### src/rtl/ace_snoop_pkg.sv
// Shared definitions for the ACE snoop front-end: state encodings, snoop codes,
// log entry layout and the bit positions of the log info word.
package ace_snoop_pkg;

    localparam logic [3:0] DEVIL_EN = 4'd10;

    typedef enum logic [3:0] {
        ST_IDLE    = 4'd0,
        ST_CAPTURE = 4'd1,
        ST_DFLT_AC = 4'd2,
        ST_DFLT_CR = 4'd3,
        ST_DRAIN   = 4'd4,
        ST_DEVIL   = DEVIL_EN
    } snoop_state_e;

    localparam logic [3:0] SNOOP_READ_ONCE     = 4'd0;
    localparam logic [3:0] SNOOP_READ_SHARED   = 4'd1;
    localparam logic [3:0] SNOOP_READ_UNIQUE   = 4'd7;
    localparam logic [3:0] SNOOP_CLEAN_INVALID = 4'd9;
    localparam logic [3:0] SNOOP_MAKE_INVALID  = 4'd13;

    localparam int INFO_SNOOP_LSB = 0;
    localparam int INFO_ROUTE_BIT = 4;
    localparam int INFO_CNT_LSB   = 8;
    localparam int INFO_CNT_W     = 5;
    localparam int INFO_OVF_BIT   = 16;

    typedef struct packed {
        logic [3:0]  snoop;
        logic        route;
        logic [31:0] addr;
    } log_entry_t;

    localparam int LOG_ENTRY_W = $bits(log_entry_t);

endpackage

### src/rtl/snoop_log_fifo.sv
// Synchronous FIFO holding the snoop log; full pushes are dropped and flagged
// through a sticky overflow bit, and clear wins over push/pop.
module snoop_log_fifo #(
    parameter int WIDTH = 37,
    parameter int DEPTH = 16
) (
    input  logic                       clk,
    input  logic                       rst,
    input  logic                       clr_i,
    input  logic                       push_i,
    input  logic                       pop_i,
    input  logic [WIDTH-1:0]           wdata_i,
    output logic [WIDTH-1:0]           rdata_o,
    output logic [$clog2(DEPTH):0]     count_o,
    output logic                       full_o,
    output logic                       empty_o,
    output logic                       overflow_o
);

    localparam int AW = $clog2(DEPTH);
    localparam int CW = AW + 1;

    logic [WIDTH-1:0] mem_q [DEPTH];
    logic [AW-1:0]    wr_ptr_q;
    logic [AW-1:0]    rd_ptr_q;
    logic [CW-1:0]    count_q;
    logic             ovf_q;
    logic             do_push;
    logic             do_pop;

    assign empty_o    = (count_q == '0);
    assign full_o     = (count_q == CW'(DEPTH));
    assign count_o    = count_q;
    assign overflow_o = ovf_q;
    assign rdata_o    = mem_q[rd_ptr_q];

    // A pop frees the slot in the same cycle, so a full push still lands.
    assign do_pop  = pop_i && !empty_o;
    assign do_push = push_i && (!full_o || do_pop);

    always_ff @(posedge clk) begin
        if (do_push && !rst && !clr_i) begin
            mem_q[wr_ptr_q] <= wdata_i;
        end
    end

    always_ff @(posedge clk) begin
        if (rst || clr_i) begin
            wr_ptr_q <= '0;
            rd_ptr_q <= '0;
            count_q  <= '0;
            ovf_q    <= 1'b0;
        end else begin
            if (do_push) begin
                wr_ptr_q <= wr_ptr_q + AW'(1);
            end
            if (do_pop) begin
                rd_ptr_q <= rd_ptr_q + AW'(1);
            end
            count_q <= count_q + CW'(do_push) - CW'(do_pop);
            if (push_i && !do_push) begin
                ovf_q <= 1'b1;
            end
        end
    end

endmodule

### src/rtl/ace_snoop_frontend.sv
// ACE AC/CR/CD snoop front-end: captures each snoop, routes it to the devil
// responder or a built-in null responder, and logs it for software.
module ace_snoop_frontend
    import ace_snoop_pkg::*;
#(
    parameter int C_S_AXI_DATA_WIDTH = 32,
    parameter int C_ACE_DATA_WIDTH   = 128,
    parameter int C_ACE_ADDR_WIDTH   = 44,
    parameter int LOG_DEPTH          = 16
) (
    input  logic                          ace_aclk,
    input  logic                          ace_areset,
    input  logic                          acvalid,
    output logic                          acready,
    input  logic [C_ACE_ADDR_WIDTH-1:0]   acaddr,
    input  logic [3:0]                    acsnoop,
    output logic                          crvalid,
    input  logic                          crready,
    output logic [4:0]                    crresp,
    output logic                          cdvalid,
    input  logic                          cdready,
    output logic [C_ACE_DATA_WIDTH-1:0]   cddata,
    output logic                          cdlast,
    output logic [3:0]                    o_snoop_state,
    output logic [C_ACE_ADDR_WIDTH-1:0]   o_acaddr,
    output logic [3:0]                    o_acsnoop,
    input  logic                          i_devil_acready,
    input  logic                          i_devil_crvalid,
    input  logic                          i_devil_cdvalid,
    input  logic                          i_devil_cdlast,
    input  logic [4:0]                    i_devil_crresp,
    input  logic [C_ACE_DATA_WIDTH-1:0]   i_devil_rdata,
    input  logic                          i_devil_end,
    input  logic [C_S_AXI_DATA_WIDTH-1:0] i_control_reg,
    input  logic                          i_log_pop,
    input  logic                          i_log_clr,
    output logic [C_S_AXI_DATA_WIDTH-1:0] o_log_addr,
    output logic [C_S_AXI_DATA_WIDTH-1:0] o_log_info,
    output logic [C_S_AXI_DATA_WIDTH-1:0] o_snoop_cnt,
    output logic [C_S_AXI_DATA_WIDTH-1:0] o_devil_cnt
);

    localparam int LCW = $clog2(LOG_DEPTH) + 1;

    snoop_state_e                  state_q;
    logic [C_ACE_ADDR_WIDTH-1:0]   acaddr_q;
    logic [3:0]                    acsnoop_q;
    logic                          acready_q;
    logic                          crvalid_q;
    logic [C_S_AXI_DATA_WIDTH-1:0] snoop_cnt_q;
    logic [C_S_AXI_DATA_WIDTH-1:0] devil_cnt_q;

    logic                          route_devil;
    logic                          in_devil;
    logic                          log_push;
    log_entry_t                    log_wentry;
    log_entry_t                    log_head;
    logic [LOG_ENTRY_W-1:0]        log_rdata;
    logic [LCW-1:0]                log_count;
    logic                          log_full;
    logic                          log_empty;
    logic                          log_ovf;
    logic                          unused_ok;

    // Route is decided once, in CAPTURE; control changes afterwards have no effect.
    assign route_devil = i_control_reg[0] && !i_devil_end;
    assign in_devil    = (state_q == ST_DEVIL);
    assign log_push    = (state_q == ST_CAPTURE);

    always_ff @(posedge ace_aclk) begin
        if (ace_areset) begin
            state_q     <= ST_IDLE;
            acaddr_q    <= '0;
            acsnoop_q   <= '0;
            acready_q   <= 1'b0;
            crvalid_q   <= 1'b0;
            snoop_cnt_q <= '0;
            devil_cnt_q <= '0;
        end else begin
            case (state_q)
                ST_IDLE: begin
                    if (acvalid) begin
                        acaddr_q  <= acaddr;
                        acsnoop_q <= acsnoop;
                        state_q   <= ST_CAPTURE;
                    end
                end
                ST_CAPTURE: begin
                    snoop_cnt_q <= snoop_cnt_q + C_S_AXI_DATA_WIDTH'(1);
                    if (route_devil) begin
                        devil_cnt_q <= devil_cnt_q + C_S_AXI_DATA_WIDTH'(1);
                        state_q     <= ST_DEVIL;
                    end else begin
                        acready_q <= 1'b1;
                        state_q   <= ST_DFLT_AC;
                    end
                end
                ST_DFLT_AC: begin
                    acready_q <= 1'b0;
                    crvalid_q <= 1'b1;
                    state_q   <= ST_DFLT_CR;
                end
                ST_DFLT_CR: begin
                    if (crready) begin
                        crvalid_q <= 1'b0;
                        state_q   <= ST_DRAIN;
                    end
                end
                ST_DEVIL: begin
                    if (i_devil_end) begin
                        state_q <= ST_DRAIN;
                    end
                end
                ST_DRAIN: begin
                    state_q <= ST_IDLE;
                end
                default: begin
                    acready_q <= 1'b0;
                    crvalid_q <= 1'b0;
                    state_q   <= ST_IDLE;
                end
            endcase
        end
    end

    assign acready = in_devil ? i_devil_acready : acready_q;
    assign crvalid = in_devil ? i_devil_crvalid : crvalid_q;
    assign crresp  = in_devil ? i_devil_crresp  : 5'd0;
    assign cdvalid = in_devil ? i_devil_cdvalid : 1'b0;
    assign cdlast  = in_devil ? i_devil_cdlast  : 1'b0;
    assign cddata  = in_devil ? i_devil_rdata   : '0;

    assign o_snoop_state = state_q;
    assign o_acaddr      = acaddr_q;
    assign o_acsnoop     = acsnoop_q;
    assign o_snoop_cnt   = snoop_cnt_q;
    assign o_devil_cnt   = devil_cnt_q;

    assign log_wentry.snoop = acsnoop_q;
    assign log_wentry.route = route_devil;
    assign log_wentry.addr  = acaddr_q[31:0];

    snoop_log_fifo #(
        .WIDTH (LOG_ENTRY_W),
        .DEPTH (LOG_DEPTH)
    ) u_log (
        .clk        (ace_aclk),
        .rst        (ace_areset),
        .clr_i      (i_log_clr),
        .push_i     (log_push),
        .pop_i      (i_log_pop),
        .wdata_i    (log_wentry),
        .rdata_o    (log_rdata),
        .count_o    (log_count),
        .full_o     (log_full),
        .empty_o    (log_empty),
        .overflow_o (log_ovf)
    );

    assign log_head = log_entry_t'(log_rdata);

    always_comb begin
        o_log_addr = '0;
        o_log_info = '0;
        if (!log_empty) begin
            o_log_addr[31:0]                          = log_head.addr;
            o_log_info[INFO_SNOOP_LSB +: 4]           = log_head.snoop;
            o_log_info[INFO_ROUTE_BIT]                = log_head.route;
            o_log_info[INFO_CNT_LSB +: INFO_CNT_W]    = INFO_CNT_W'(log_count);
            o_log_info[INFO_OVF_BIT]                  = log_ovf;
        end
    end

    assign unused_ok = ^{i_control_reg[C_S_AXI_DATA_WIDTH-1:1], log_full, cdready};

endmodule

### config.mk
export PLATFORM = sky130hd
export DESIGN_NAME = ace_snoop_frontend
export DESIGN_NICKNAME = d
export VERILOG_FILES = /design/src/rtl/ace_snoop_pkg.sv /design/src/rtl/snoop_log_fifo.sv /design/src/rtl/ace_snoop_frontend.sv
export SDC_FILE = /design/constraint.sdc
export NUM_CORES = 1
export LEC_CHECK = 0
export BUFFER_PORTS_ARGS = -buffer_cell sky130_fd_sc_hd__buf_2
export CORE_MARGIN = 2
export CORE_UTILIZATION = 50
export CTS_BUF_LIST = sky130_fd_sc_hd__clkbuf_16
export DETAILED_ROUTE_END_ITERATION = 10
export PLACE_DENSITY_LB_ADDON = 0.12
export REMOVE_ABC_BUFFERS = 1
export SYNTH_ARGS = -nofsm -noshare
export SYNTH_HDL_FRONTEND = slang
export SYNTH_HIERARCHICAL = 1
export SYNTH_SLANG_ARGS = --single-unit
### constraint.sdc
create_clock -name ace_aclk -period 3.98 [get_ports ace_aclk]
set_input_delay 0.398 -clock ace_aclk [delete_from_list [all_inputs] [get_ports ace_aclk]]
set_output_delay 0.398 -clock ace_aclk [all_outputs]
set_load 0.01 [all_outputs]
# Word-level counts from Yosys, hierarchy flattened
# Memory sizes are Yosys's and may differ from the RTL's. A register that Yosys moved wholly into a read port is not among the register bits.
# Cells that the tools add are included.
# word_totals
word_cells,76
n_memories,1
register_bits,132
out_inout_bits,317
input_bits,225
ramBits,592
# op_classes
reduce_logical,23
mux,23
n_eq_ne,10
addsub,6
bitwise_logic,2
# mem_list
name,depth,word_bits,rd,rd_clocked_by_memory_dff,wr,line,source
u_log.mem_q,16,37,1,1,1,snoop_log_fifo.sv:23,logic [WIDTH-1:0] mem_q [DEPTH];
# op_table
cell,count
$mux W128,1
$add A32 B1 Y32 const B,2
$mux W32,1
$mux W4,6
$pmux W4 S5,1
$mux W5,3
$mux W1,9
$add A4 B1 Y4 const B,2
$eq A4 B2 Y1 const B,2
$ne A2 B2 Y1 const B,4
$reduce_and A2 Y1,4
$reduce_or A4 Y1,2
$logic_and A1 B1 Y1,6
$logic_not A1 Y1,6
$add A5 B1 Y5,1
$eq A5 B5 Y1 const B,1
$logic_not A5 Y1,1
$sub A5 B1 Y5,1
$eq A4 B1 Y1 const B,1
$eq A4 B3 Y1 const B,1
$eq A4 B4 Y1 const B,1
$logic_not A4 Y1,1
$pmux W1 S3,1
$reduce_and A3 Y1,1
other kinds (3),5

# Logic depth before layout (Yosys ltp)
# logic_depth
word_depth,9
ltp_mapped,16
ltp_nobuf,13

# Hierarchy
# The synthesis kept the hierarchy.
# modules_own_cells
module,cells_per_inst,seq_area_each_um2,area_each_um2,instances
snoop_log_fifo,1018,18137.4,23035.8,1
ace_snoop_frontend,849,2362.3,6498.7,1

# Worst setup path after synthesis
# No wires, ideal clock.
# synth_path
path_kind,reg2reg
from,register state_q[3] (netlist: o_snoop_state[3])
to,"memory u_log.mem_q[0][0], enable pin"
t_required_ps,3549
n_path_buf,4
path_stages_with_launch,10
period_less_slack_ps,3946
setup_ps,431
arrival_ps,3514
setup_slack_ps,34
path_cell_list,dfxtp_1 > buf_4 > or4b_4 > buf_6 > inv_1 > buf_2 > o21a_1 > clkbuf_1 > nand2_1 > nor2_1
# synth_between
elab_chain_len,6
# synth_lines
item,line,source
start: declaration,ace_snoop_frontend.sv:45,snoop_state_e state_q;
start signal: assignment,ace_snoop_frontend.sv:72,state_q <= ST_IDLE;
start signal: assignment,ace_snoop_frontend.sv:85,state_q <= ST_CAPTURE;
start signal: assignment,ace_snoop_frontend.sv:92,state_q <= ST_DEVIL;
$eq A4 B1 Y1,ace_snoop_frontend.sv:68,assign log_push = (state_q == ST_CAPTURE);
net log_push,ace_snoop_frontend.sv:55,logic log_push;
$logic_and A1 B1 Y1,snoop_log_fifo.sv:39,assign do_push = push_i && (!full_o || do_pop);
$logic_and A1 B1 Y1 (2 in a row),snoop_log_fifo.sv:42,if (do_push && !rst && !clr_i) begin
$mux W1,snoop_log_fifo.sv:42,
$mux W1 (not written as such),snoop_log_fifo.sv:43,mem_q[wr_ptr_q] <= wdata_i;
end: declaration,snoop_log_fifo.sv:23,
# The timed path passes the listed nets, and every way through them passes these cells.

# Worst setup path in the final report
# layout_path
from,register state_q[2] (netlist: o_snoop_state[2])
to,register u_log.count_q[4] (netlist: u_log/count_o[4])
# layout_between
elab_chain_len,4
# layout_lines
item,line,source
$eq A4 B1 Y1,ace_snoop_frontend.sv:68,
$logic_and A1 B1 Y1,snoop_log_fifo.sv:39,
$add A5 B1 Y5,snoop_log_fifo.sv:60,count_q <= count_q + CW'(do_push) - CW'(do_pop);
$sub A5 B1 Y5,snoop_log_fifo.sv:60,
end signal: assignment,snoop_log_fifo.sv:60,
end: declaration,snoop_log_fifo.sv:26,logic [CW-1:0] count_q;
# No other way between the ends.
# A chain may end at the register's enable or synchronous reset.

==> out/summary.log <==
qor: min_path.hold_end o_acaddr[35]
qor: layout.final_cell_count_without_fillers 3233
qor: floorplanning.fp-row-count 89
qor: detailed_routing.initialDrtViolationCount 1296
qor: flow_run.max_cap_viol_count 0
qor: floorplanning.i_o_pins 542
qor: sta.worst_pin_slew 1220 ps
qor: power_and_ir_drop.power.net_switching 5.31 mW
qor: clocking.clock_latency 610 ps
qor: worst_setup_path.timing.critical_path.fanout_max 15
qor: layout.num-fill-cells 4461
qor: min_path.worst_hold_startpoint acaddr[35]
qor: synth.synth_area_per_cell 15.8 µm²
qor: clocking.cts.htree.levels 3
qor: detailed_routing.dr_wl_met3 6050 µm
qor: synth.dominantRegCellSynth sky130_fd_sc_hd__edfxtp_1
qor: worst_setup_path.crit-reg2reg-capture u_log/count_o[4]
qor: synth.post_synth_inst_count 1867
qor: outcome.run_status finished, final reports clean
qor: synth.yosysUniqueCellTypes 51
qor: place.pre_cts_ws 616 ps
qor: synth.mappedNetlistArea 0.0295 mm²
qor: synth.async_flop_share 0%
qor: sta.hold_viol_final 0
qor: detailed_routing.m1WireLength 32200 µm
qor: detailed_routing.routedWlPerCell 26.8 µm
qor: clocking.root_buffer sky130_fd_sc_hd__clkbuf_16
qor: clocking.tritoncts done
qor: synth.ys_top_cells_by_area sky130_fd_sc_hd__edfxtp_1, sky130_fd_sc_hd__mux4_2, sky130_fd_sc_hd__dfxtp_1
qor: power_and_ir_drop.p_sw_share 27.2%
qor: worst_setup_path.crit-reg2reg-launch o_snoop_state[2]
qor: sta.report.final.slew_viol_count 0
qor: detailed_routing.avgViaCountPerCell 5.79
qor: clocking.cts.repair_timing.setup_buffer_count 0
qor: sta.rsz0062_at_grt false
qor: worst_setup_path.worst_setup_path_end_kind flip-flop
qor: synth.synth_commonest_cells sky130_fd_sc_hd__edfxtp_1, sky130_fd_sc_hd__nand2_1, sky130_fd_sc_hd__mux4_2, sky130_fd_sc_hd__and2_1, sky130_fd_sc_hd__dfxtp_1
qor: global_route.first_global_vias 18.0k
qor: place.routability_congestion_estimate_from_global_placement 1.21
qor: synth.post-synth-top-count-cell sky130_fd_sc_hd__edfxtp_1
qor: detailed_routing.drt-pass1-iter-count 5
qor: synth.ys_seq_elements 728
qor: sta.final_worst_slack 594 ps
qor: global_route.grt_max_degree 139
qor: detailed_routing.drt-total-wl 86700 µm
qor: min_path.hold_class in2reg
qor: power_and_ir_drop.power.static_leakage 12.9 nW
qor: global_route.grt-ovfl-total 0
qor: layout.multi_input_area 0.00847 mm²
qor: power_and_ir_drop.power_per_cell_area 549 mW/mm²
qor: worst_setup_path.crit_required 4500 ps
qor: worst_setup_path.critPathArrivalTime 3910 ps
qor: synth.yosys.area.top_type sky130_fd_sc_hd__edfxtp_1
qor: worst_setup_path.internal_reg_to_reg_setup_slack 590 ps
qor: power_and_ir_drop.pwr-share-comb 17.0%
qor: sta.timing.final.crit_share 85.1%
qor: sta.post_layout_min_period 3390 ps
qor: global_route.number_of_antenna_violations_at_the_first_check_in_global_routing 25
qor: power_and_ir_drop.clock_power_share 35.6%
qor: detailed_routing.top_layer_reached_by_signal_wires met4
qor: synth.synth.top_cell.area_share 60.2%
qor: place.place_inst 3066
qor: place.port_buffers 488
qor: power_and_ir_drop.ir_worst_vdd 0.341 mV
qor: worst_setup_path.timing.setup.critical_path_class reg2reg
qor: clocking.cts_buffer_depth 3
qor: sta.fin_setup_tns 0 ps
qor: synth.yosys_warnings 6
qor: floorplanning.die_h 247 µm
qor: layout.post_route_cells_drive_above_1_share 34.5%
qor: detailed_routing.drcViolationCount 0
qor: worst_setup_path.worst-r2r-cell-count 12
qor: detailed_routing.final_antenna_net_count 0
qor: clocking.clock_pin_transition_on_the_worst_setup_and_hold_timing_paths 60 ps
qor: layout.regArea 0.0205 mm²
qor: sta.fmaxAchievable 295 MHz
qor: synth.share_of_synthesized_area_occupied_by_flip_flops_and_latches 69.4%
qor: sta.timing.max_slew.rel_slack 18.8%
qor: floorplanning.initial_utilization 50.3%
qor: clocking.clock_sinks 728
qor: detailed_routing.num_vias 18.7k
qor: floorplanning.dieWidth 247 µm
qor: global_route.grt_pass1_wl 123000 µm
qor: worst_setup_path.cp-start-kind flip-flop
qor: floorplanning.core_region_area 0.0587 mm²
qor: global_route.global_route_usage_over_all_layers 28.5%
qor: min_path.hold_depth 3
qor: clocking.tritoncts.num_buffers 76
qor: power_and_ir_drop.pwr-share-seq 47.5%
qor: power_and_ir_drop.power_report.internal_total 14.2 mW
qor: synth.synth_edf_count 592
qor: place.place_hpwl 57200 µm
qor: sta.worst_clock_skew 19.2 ps
qor: layout.area_grow_syn2layout 20.5%
qor: detailed_routing.routed_wire_length_on_met2 42600 µm
qor: sta.total_of_endpoints_with_negative_setup_slack_in_the_final_report 0
qor: layout.design.final.nets 2620
qor: floorplanning.design.die.area 0.0610 mm²
-- worst max path at each step --
stage	startpoint	end	slack, ps	depth (start not counted)
final	o_snoop_state[2]	u_log/count_o[4]	590	12
after global routing	o_snoop_state[2]	u_log/count_o[4]	380	12
after CTS	flip-flop	o_log_addr[27]	580	6
after detailed placement	o_snoop_state[2]	u_log/count_o[4]	620	12
after global placement	o_snoop_state[2]	u_log/count_o[4]	590	12
after floorplan	flip-flop	o_log_addr[0]	-3580	4
-- area by class of cell --
cell class,count,area share (%)
antenna,19,0.134
clock buffer,77,5.41
timing repair buffer,549,8.58
clock inverter,61,1.47
inverter,28,0.295
tap,773,2.72
sequential,728,57.6
multi-input combinational,998,23.8
-- power by group through the flow --
| stage | registers [mW] | logic [mW] | clock network [mW] |
|---|---|---|---|
| 5_1_grt | 9.34 | 3.62 | 7.40 |
| 4_1_cts | 9.28 | 3.38 | 7.09 |
| 3_5_place_dp | 9.44 | 3.36 | 0 |
| 6_report | 9.27 | 3.31 | 6.95 |
| 2_1_floorplan | 9.49 | 1.94 | 0 |
| 3_3_place_gp | 9.39 | 3.33 | 0 |
-- cell families (layout without fill, tap and decap cells) --
group,count (synthesis),count (layout),share of synthesized area (%)
xor+xnor,23,23,0.682
simple gates,550,550,10.0
mux,155,155,11.6
fa+ha+maj,14,14,0.619
other cells,1,40,0.0127
compound gates,235,235,5.03
buf+inv,161,715,2.69
flops,728,728,69.4
-- routing by layer --
metal	global-route usage, %	vias to the layer above
li1	-	8222
met1	35.1	9485
met2	46.4	788
met3	5.60	212
met4	17.8	0
met5	0	-
-- worst max-delay path: stages (launching register included) --
cell	delay [ps]
sky130_fd_sc_hd__dfxtp_1	410
sky130_fd_sc_hd__or4b_4	700
sky130_fd_sc_hd__inv_1	120
sky130_fd_sc_hd__o21a_1	290
sky130_fd_sc_hd__inv_1	120
sky130_fd_sc_hd__ha_1	290
sky130_fd_sc_hd__inv_1	40
sky130_fd_sc_hd__ha_1	200
sky130_fd_sc_hd__fa_1	440
sky130_fd_sc_hd__a21oi_1	160
sky130_fd_sc_hd__nor2_1	60
sky130_fd_sc_hd__or3_1	340
sky130_fd_sc_hd__a21oi_1	150
-- registers in the layout, summed over array words and instances, names as in the netlist, 4 cells and up, named ones only --
signal,flops
u_log/wr_ptr_q,4
u_log/rd_ptr_q,4
o_snoop_state,4
o_devil_cnt,32
o_snoop_cnt,32
u_log/mem_q,592
o_acaddr,44
u_log/count_o,5
o_acsnoop,4
-- stage by stage --
stage,power (mW),area (µm²),hold slack (ps),util (%)
3_3_place_gp,12.7,33000,440,56.2
6_report,19.5,35600,25.7,60.7
3_5_place_dp,12.8,33000,445,56.2
2_1_floorplan,11.4,28900,429,-
4_1_cts,19.7,35600,0.538,60.6
5_1_grt,20.4,35600,19.2,60.6
-- repair_timing --
action / 4_1_cts / 5_1_grt
endpoints found under the hold margin: 10 / 0
gates resized for setup: 0 / 0
hold buffers: 10 / 0
-- cell usage in the layout, fill, tap and decap left out, types with 29 or more instances in the layout --
| cell type | netlist | routed |
|---|---|---|
| sky130_fd_sc_hd__dfxtp_1 | 136 | 134 |
| sky130_fd_sc_hd__nor2_1 | 53 | 36 |
| sky130_fd_sc_hd__and2_1 | 140 | 139 |
| sky130_fd_sc_hd__nand2_1 | 164 | 164 |
| sky130_fd_sc_hd__buf_4 | 29 | 42 |
| sky130_fd_sc_hd__buf_2 | 6 | 487 |
| sky130_fd_sc_hd__nor2b_1 | 52 | 50 |
| sky130_fd_sc_hd__a21oi_1 | 98 | 98 |
| sky130_fd_sc_hd__a22oi_1 | 74 | 74 |
| sky130_fd_sc_hd__mux4_2 | 148 | 148 |
| sky130_fd_sc_hd__edfxtp_1 | 592 | 592 |
| sky130_fd_sc_hd__inv_1 | 28 | 35 |
| sky130_fd_sc_hd__nand3_1 | 30 | 29 |
| sky130_fd_sc_hd__clkbuf_16 | 0 | 77 |
(Power assumes the default switching activity.)
